==> config.mk <==
export PLATFORM = sky130hd
export DESIGN_NAME = ro_freq_meter_flat
export DESIGN_NICKNAME = d
export VERILOG_FILES = /design/src/rtl/ro_meter_pkg.sv /design/src/rtl/ro_freq_meter_if.sv /design/src/rtl/ro_edge_sync.sv /design/src/rtl/ro_freq_meter.sv /design/src/flat_wrapper.sv
export SDC_FILE = /design/constraint.sdc
export NUM_CORES = 1
export LEC_CHECK = 0
export CORE_MARGIN = 1
export CORE_UTILIZATION = 50
export DETAILED_ROUTE_END_ITERATION = 16
export PLACE_DENSITY = 0.67
export SYNTH_ARGS = -nofsm -noshare
export SYNTH_HDL_FRONTEND = slang
export SYNTH_SLANG_ARGS = --single-unit
==> constraint.sdc <==
create_clock -name clk -period 5.86 [get_ports clk]
set_clock_uncertainty 0.05 [all_clocks]
set_input_delay 0.586 -clock clk [delete_from_list [all_inputs] [get_ports clk]]
set_output_delay 0.586 -clock clk [all_outputs]
set_load 0.02 [all_outputs]
==> src/rtl/ro_meter_pkg.sv <==
// Shared types and constants for the ring-oscillator frequency meter.
package ro_meter_pkg;

  typedef enum logic [1:0] {
    StIdle,
    StSettle,
    StCount,
    StDone
  } state_e;

  localparam int unsigned SETTLE_CYC = 3;

endpackage

==> src/rtl/ro_freq_meter_if.sv <==
// Result handshake between the meter and the readout logic.
interface ro_freq_meter_if #(
  parameter int unsigned CNT_W = 16,
  parameter int unsigned CH_W  = 2
) ();

  logic [CNT_W-1:0] result;
  logic [CH_W-1:0]  result_ch;
  logic             overflow;
  logic             valid;
  logic             ready;

  modport master (
    output result,
    output result_ch,
    output overflow,
    output valid,
    input  ready
  );

  modport slave (
    input  result,
    input  result_ch,
    input  overflow,
    input  valid,
    output ready
  );

endinterface

==> src/rtl/ro_edge_sync.sv <==
// Two-flop synchronizer plus registered rising-edge pulse for one oscillator input.
module ro_edge_sync (
  input  logic clk,
  input  logic rst_n,
  input  logic ro_i,
  output logic pulse_o
);

  logic [2:0] sync_q;
  logic       pulse_q;

  always_ff @(posedge clk or negedge rst_n) begin
    if (!rst_n) begin
      sync_q  <= '0;
      pulse_q <= 1'b0;
    end else begin
      sync_q  <= {sync_q[1:0], ro_i};
      pulse_q <= sync_q[1] & ~sync_q[2];
    end
  end

  assign pulse_o = pulse_q;

endmodule

==> src/rtl/ro_freq_meter.sv <==
// Multi-channel ring-oscillator frequency meter: counts edges over W-cycle windows
// and averages 2^s consecutive windows.
module ro_freq_meter
  import ro_meter_pkg::*;
#(
  parameter int unsigned N_CH    = 4,
  parameter int unsigned CNT_W   = 16,
  parameter int unsigned WIN_W   = 12,
  parameter int unsigned MAX_SUM = 7,
  localparam int unsigned CH_W   = $clog2(N_CH)
) (
  input  logic              clk,
  input  logic              rst_n,
  input  logic              ena_i,
  input  logic [N_CH-1:0]   ro_in_i,
  input  logic [CH_W-1:0]   ch_sel_i,
  input  logic [2:0]        sum_sel_i,
  input  logic [WIN_W-1:0]  win_len_i,
  input  logic              start_i,
  input  logic              cont_i,
  output logic              busy_o,
  ro_freq_meter_if.master   res_if
);

  localparam int unsigned ACC_W = CNT_W + MAX_SUM;
  localparam int unsigned NW_W  = MAX_SUM + 1;
  localparam logic [CNT_W-1:0] CNT_MAX = '1;

  logic [N_CH-1:0] pulses;

  for (genvar c = 0; c < N_CH; c++) begin : g_sync
    ro_edge_sync u_sync (
      .clk     (clk),
      .rst_n   (rst_n),
      .ro_i    (ro_in_i[c]),
      .pulse_o (pulses[c])
    );
  end

  state_e            state_q, state_d;
  logic [1:0]        settle_q, settle_d;
  logic [CH_W-1:0]   ch_q, ch_d;
  logic [2:0]        s_q, s_d;
  logic [WIN_W-1:0]  w_q, w_d;
  logic [WIN_W-1:0]  wcyc_q, wcyc_d;
  logic [NW_W-1:0]   nwin_q, nwin_d;
  logic [CNT_W-1:0]  cnt_q, cnt_d;
  logic [ACC_W-1:0]  acc_q, acc_d;
  logic              ovf_q, ovf_d;
  logic [CNT_W-1:0]  res_q, res_d;
  logic [CH_W-1:0]   res_ch_q, res_ch_d;
  logic              res_ovf_q, res_ovf_d;

  logic              pulse, sat, win_end, last_win, do_latch;
  logic [CNT_W-1:0]  win_cnt;
  logic [ACC_W-1:0]  acc_sum;
  logic [NW_W-1:0]   nwin_last;
  logic [2:0]        s_clamp;
  logic [WIN_W-1:0]  w_new;

  assign pulse     = pulses[ch_q];
  assign sat       = pulse && (cnt_q == CNT_MAX);
  assign win_cnt   = (pulse && !sat) ? cnt_q + CNT_W'(1) : cnt_q;
  assign win_end   = (wcyc_q == w_q - WIN_W'(1));
  assign nwin_last = (NW_W'(1) << s_q) - NW_W'(1);
  assign last_win  = (nwin_q == nwin_last);
  // The window's final pulse is folded in on the same cycle it closes.
  assign acc_sum   = acc_q + ACC_W'(win_cnt);
  assign s_clamp   = (32'(sum_sel_i) > MAX_SUM) ? 3'(MAX_SUM) : sum_sel_i;
  assign w_new     = (win_len_i == '0) ? WIN_W'(1) : win_len_i;

  always_comb begin
    state_d   = state_q;
    settle_d  = settle_q;
    ch_d      = ch_q;
    s_d       = s_q;
    w_d       = w_q;
    wcyc_d    = wcyc_q;
    nwin_d    = nwin_q;
    cnt_d     = cnt_q;
    acc_d     = acc_q;
    ovf_d     = ovf_q;
    res_d     = res_q;
    res_ch_d  = res_ch_q;
    res_ovf_d = res_ovf_q;
    do_latch  = 1'b0;

    if (!ena_i) begin
      state_d = StIdle;
    end else begin
      unique case (state_q)
        StIdle: begin
          if (start_i) begin
            do_latch = 1'b1;
            state_d  = StSettle;
          end
        end
        StSettle: begin
          settle_d = settle_q + 2'd1;
          if (settle_q == 2'(SETTLE_CYC - 1)) state_d = StCount;
        end
        StCount: begin
          cnt_d  = win_cnt;
          wcyc_d = wcyc_q + WIN_W'(1);
          if (sat) ovf_d = 1'b1;
          if (win_end) begin
            wcyc_d = '0;
            cnt_d  = '0;
            acc_d  = acc_sum;
            nwin_d = nwin_q + NW_W'(1);
            if (last_win) begin
              state_d   = StDone;
              res_d     = CNT_W'(acc_sum >> s_q);
              res_ch_d  = ch_q;
              res_ovf_d = ovf_q | sat;
            end
          end
        end
        StDone: begin
          if (res_if.ready) begin
            if (cont_i) begin
              do_latch = 1'b1;
              state_d  = StSettle;
            end else begin
              state_d = StIdle;
            end
          end
        end
        default: state_d = StIdle;
      endcase
    end

    if (do_latch) begin
      ch_d     = ch_sel_i;
      s_d      = s_clamp;
      w_d      = w_new;
      settle_d = '0;
      wcyc_d   = '0;
      nwin_d   = '0;
      cnt_d    = '0;
      acc_d    = '0;
      ovf_d    = 1'b0;
    end
  end

  always_ff @(posedge clk or negedge rst_n) begin
    if (!rst_n) begin
      state_q   <= StIdle;
      settle_q  <= '0;
      ch_q      <= '0;
      s_q       <= '0;
      w_q       <= WIN_W'(1);
      wcyc_q    <= '0;
      nwin_q    <= '0;
      cnt_q     <= '0;
      acc_q     <= '0;
      ovf_q     <= 1'b0;
      res_q     <= '0;
      res_ch_q  <= '0;
      res_ovf_q <= 1'b0;
    end else begin
      state_q   <= state_d;
      settle_q  <= settle_d;
      ch_q      <= ch_d;
      s_q       <= s_d;
      w_q       <= w_d;
      wcyc_q    <= wcyc_d;
      nwin_q    <= nwin_d;
      cnt_q     <= cnt_d;
      acc_q     <= acc_d;
      ovf_q     <= ovf_d;
      res_q     <= res_d;
      res_ch_q  <= res_ch_d;
      res_ovf_q <= res_ovf_d;
    end
  end

  assign res_if.valid     = (state_q == StDone);
  assign res_if.result    = res_q;
  assign res_if.result_ch = res_ch_q;
  assign res_if.overflow  = res_ovf_q;
  assign busy_o           = (state_q != StIdle);

endmodule

==> src/flat_wrapper.sv <==
// flat-port wrapper written by rule: the top's interface ports become plain ports
module ro_freq_meter_flat import ro_meter_pkg::*;
#(
  parameter int unsigned N_CH    = 4,
  parameter int unsigned CNT_W   = 16,
  parameter int unsigned WIN_W   = 12,
  parameter int unsigned MAX_SUM = 7,
  localparam int unsigned CH_W   = $clog2(N_CH)
)
  (clk, rst_n, ena_i, ro_in_i, ch_sel_i, sum_sel_i, win_len_i, start_i, cont_i, busy_o, res_if_result, res_if_result_ch, res_if_overflow, res_if_valid, res_if_ready);
  ro_freq_meter_if #(.CNT_W(CNT_W), .CH_W(2)) res_if_i ();
  input  logic clk;
  input  logic rst_n;
  input  logic ena_i;
  input  logic [N_CH-1:0] ro_in_i;
  input  logic [CH_W-1:0] ch_sel_i;
  input  logic [2:0] sum_sel_i;
  input  logic [WIN_W-1:0] win_len_i;
  input  logic start_i;
  input  logic cont_i;
  output logic busy_o;
  output wire logic [$bits(res_if_i.result)-1:0] res_if_result;
  output wire logic [$bits(res_if_i.result_ch)-1:0] res_if_result_ch;
  output wire logic [$bits(res_if_i.overflow)-1:0] res_if_overflow;
  output wire logic [$bits(res_if_i.valid)-1:0] res_if_valid;
  input wire logic [$bits(res_if_i.ready)-1:0] res_if_ready;
  assign res_if_result = res_if_i.result;
  assign res_if_result_ch = res_if_i.result_ch;
  assign res_if_overflow = res_if_i.overflow;
  assign res_if_valid = res_if_i.valid;
  assign res_if_i.ready = res_if_ready;
  ro_freq_meter #(.N_CH(N_CH), .CNT_W(CNT_W), .WIN_W(WIN_W), .MAX_SUM(MAX_SUM)) u_core (.clk(clk), .rst_n(rst_n), .ena_i(ena_i), .ro_in_i(ro_in_i), .ch_sel_i(ch_sel_i), .sum_sel_i(sum_sel_i), .win_len_i(win_len_i), .start_i(start_i), .cont_i(cont_i), .busy_o(busy_o), .res_if(res_if_i));
endmodule
==> implementation parameters <==
Parameter                              Value

Die
  Y dimension of the die    125 um
  Area of the core region    0.0146 sq mm
  X dimension of the die    125 um
  Number of rows in the core area    44
  Die area    0.0155 sq mm
  Ports placed on the boundary    48
  Starting density of the core    0.514

Worst setup path
  Cell at the slowest stage of the critical path    o311ai_0
  Required time worst endpoint    6.15 ns
  Startpoint of the lowest-slack register-to-register path    u_core.ch_q[0]
  Arrival time at the worst endpoint    5.16 ns
  Total buffers and inverters traversed by the critical path    0
  Endpoint of the worst setup timing path    u_core.res_if.result[14]
  Largest delay contributor family on the critical path    compound AO/OA/AOI/OAI gates
  Kind of start point of the critical path    register
  Reg2reg end    u_core.res_if.result[14]
  CP Depth    14
  Critical path startpoint    u_core.ch_q[0]
  Kind of end point of the critical path    register
  Critical Path, Cell by Cell    mux4_2, o41a_1, nand2_1, nor3_1, nand3_1, xnor2_1, ha_1, a21oi_1, and3_1, a21oi_1, o311ai_0, mux4_2, nor3_1, nor3_1
  Crit-path max FO    7
  CP peak stage delay    0.99 ns
  Worst Reg2Reg Path Length in Cells    14
  Flop-to-flop setup slack    0.99 ns
  Top cell by count, worst path    nor3_1
  Critical path start-end classification    reg -> reg

Clocking
  Buffer count from post-CTS setup fixing    0
  Clock latency reported for the late side of the worst-skew pair    0.43 ns
  Root Buffer Master    clkbuf_16
  Number of buffers between clock root and the deepest sink    2
  Number of hold buffers added after cts    0
  Post-CTS resize count    0
  TritonCTS buffer count    17
  Sinks on Clock Net    116
  Register clock-pin slew on the reported worst setup and hold paths    0.06 ns
  CTS H-tree depth    4
  Clock tree from TritonCTS    yes

Routing
  Number of nets with antenna violations after routing    0
  Detailed-route wire length    17.6 mm
  Average via count per standard cell    5.97
  Iteration-0 DRC Markers    518
  Wire length per cell    16.8 um
  Drt first pass iters    5
  Via count of the routed design    6,249
  Drc violations    0

Power and ir drop
  Switching share of power    0.366
  Largest vdd supply drop    256 uV
  Combinational fraction of design power    0.297
  Design internal power    0.00187 W
  Power density over cell area    341 mW/mm^2
  Share of total power in sequential cells    0.363
  Clock network power share    0.339
  Leak pwr    3.76 nW
  Net switching power    0.00108 W

Finish
  Number of fillers in the final layout    1,226
  Ant. Diodes    0
  Fraction of final layout cells with drive strength greater than 1    0.0998
  Area growth from synthesis to layout    15.1%
  Design Area, Final    0.00864 sq mm
  Final net count    906

Outcome
  Outcome    complete, no violations

Placed design
  Placed wire-length estimate    12.2 mm
  Final RePlAce weighted congestion    0.924
  PortBufs    47
  Post-place instance area    0.00807 sq mm

Yosys
  Post-synth EDFFs    0
  Mean cell area of the mapped netlist    9.16 sq um
  Post-synth cell types    74
  Gate count of the mapped netlist    819
  Warnings, synthesis    0
  Register bit count reported by yosys    116
  Total standard cell area after synthesis    0.00750 sq mm
  Flip-flop cell with the highest count after synthesis    dfrtp_1
  Nets in the synthesized netlist    876
  Proportion of synthesized chip area in sequential cells    0.387
  Fraction of synthesis flops using an asynchronous set or reset pin    1.00

STA
  Number of pins exceeding their max-slew limit in the final report    0
  Final hold vios    0
  Worst Tran Pin Value    1.11 ns
  Total Negative Setup Slacks    0 ns
  Final setup fails    0
  Final cycle utilization of the critical path    0.831
  Max Freq    205 MHz
  Shortest period the worst path allows    4.87 ns
  RSZ-0062 raised after global routing    no
  Max-slew headroom at the worst pin    0.250

GRT
  Number of antenna violations at the first check in global routing    0
  Pin count of the biggest net entering global routing    68
  Via count of the first global-routing pass    6,205
  Total routing resource utilization after global routing    0.239
  Global-route wire length before repair    29.8 mm
  GRT overflow    0

Flow run
  Maximum capacitance violations    0

Min path
  Worst hold path type    in -> async
sequential cells by signal (all words and copies together), names as in the netlist:
signal	count
u_core.res_if.overflow	1
u_core.ovf_q	1
u_core.settle_q	2
u_core.cnt_q	16
u_core.w_q	12
u_core.s_q	3
u_core.res_if.result	16
u_core.ch_q	2
u_core.g_sync.u_sync.pulse_o	4
u_core.wcyc_q	12
u_core.state_q	2
u_core.res_if.result_ch	2
u_core.nwin_q	8
u_core.g_sync.u_sync.sync_q	12
u_core.acc_q	23
cell usage in the layout, fill, tap and decap left out, types with 7 or more instances in the layout:
cell type,synthesis,routed
nand2b_1,18,18
clkdlybuf4s50_1,0,46
buf_4,1,8
dfrtp_1,115,115
xor2_1,25,25
clkbuf_16,0,17
nor2b_1,12,12
a31oi_1,8,8
a21o_1,8,8
and3_1,9,9
mux2_2,19,19
xnor2_1,43,43
o211ai_1,8,8
o21a_1,9,9
and2_1,7,7
mux2i_1,26,26
nand3_1,17,17
nand2_1,84,84
o21ai_0,53,53
inv_1,25,25
nand4_1,17,17
ha_1,29,29
mux4_2,7,7
a21oi_1,38,38
nor2_1,90,90
nor3_1,20,20
worst register-to-register path, stage by stage, from the launching register on:
cell and delay (ns):
dfrtp_1 0.41, mux4_2 0.38, o41a_1 0.28, nand2_1 0.20, nor3_1 0.50, nand3_1 0.17
xnor2_1 0.22, ha_1 0.34, a21oi_1 0.19, and3_1 0.17, a21oi_1 0.18, o311ai_0 1.00
mux4_2 0.44, nor3_1 0.05, nor3_1 0.20
worst min-delay path by stage:
stage                                            startpoint                                end  cells after the start
after floorplan                                       rst_n                    u_core.acc_q[0]                      0
after global placement    u_core.g_sync[0].u_sync.sync_q[0]  u_core.g_sync[0].u_sync.sync_q[1]                      0
after detailed placement  u_core.g_sync[2].u_sync.sync_q[0]  u_core.g_sync[2].u_sync.sync_q[1]                      0
after CTS                                             rst_n                    u_core.acc_q[9]                      1
after global routing                                  rst_n                    u_core.acc_q[9]                      1
final                                                 rst_n                   u_core.acc_q[14]                      1
layout make-up:
type	instances	area, sq um	area share
flip-flops and latches	116	2900	0.336
inverters	26	97.6	0.0113
well taps	184	230	0.0267
clock buffers	19	443	0.0513
multi-input cells	634	4320	0.500
clock inverters	13	123	0.0142
repair buffers	54	520	0.0603
Yosys cell counts (all sizes together) (9+ instances only):
master    n  area [sq um]
a21oi    38           190
and3      9          56.3
buf      12          73.8
clkbuf   31           116
dfrtp   115          2880
ha       29           363
inv      26          97.6
mux2     21           244
mux2i    26           260
nand2    85           322
nand2b   18           113
nand3    17          85.1
nand4    17           106
nor2     92           350
nor2b    12          75.1
nor3     23           130
o21a      9          67.6
o21ai    53           265
xnor2    43           377
xor2     25           219
power by group through the flow:
stage          Clock, W  Sequential [W]  Combinational, W
3_5_place_dp          0         0.00108          0.000868
4_1_cts         0.00102         0.00107          0.000874
5_1_grt         0.00105         0.00109          0.000972
3_3_place_gp          0         0.00107          0.000839
2_1_floorplan         0        0.000978          0.000744
6_report       0.000999         0.00107          0.000876
metrics by stage:
stage               total power [W]  cells  hold slack [ns]  setup WS (ns)  utilization
finish                      0.00295   1046            0.220          0.989        0.592
global route                0.00311   1046            0.302          0.624        0.592
CTS                         0.00296   1046            0.251           1.01        0.592
detailed placement          0.00195   1014            0.287           1.04        0.553
global placement            0.00191   1014            0.282           1.24        0.553
floorplan                   0.00172    819            0.240           1.73            -
cell families (layout without fill, tap and decap cells):
group / after synthesis / in the layout / synth area share
AOI/OAI and AO/OA: 176 / 176 / 0.156
xor gates and xnor gates: 68 / 68 / 0.0794
adders and majority gates: 30 / 30 / 0.0510
buffers and inverters: 69 / 112 / 0.0383
DFF: 116 / 116 / 0.387
muxes: 54 / 54 / 0.0882
and+or+nand+nor: 306 / 306 / 0.200
routing by layer:
layer / part of all wire / up-vias / GRT usage
li1: - / 2987 / -
met2: 0.48 / 218 / 0.387
met5: 0 / - / 0
met3: 0.045 / 41 / 0.0460
met4: 0.027 / 0 / 0.118
met1: 0.45 / 3003 / 0.304
No activity file was read; power rests on OpenSTA's default activity.
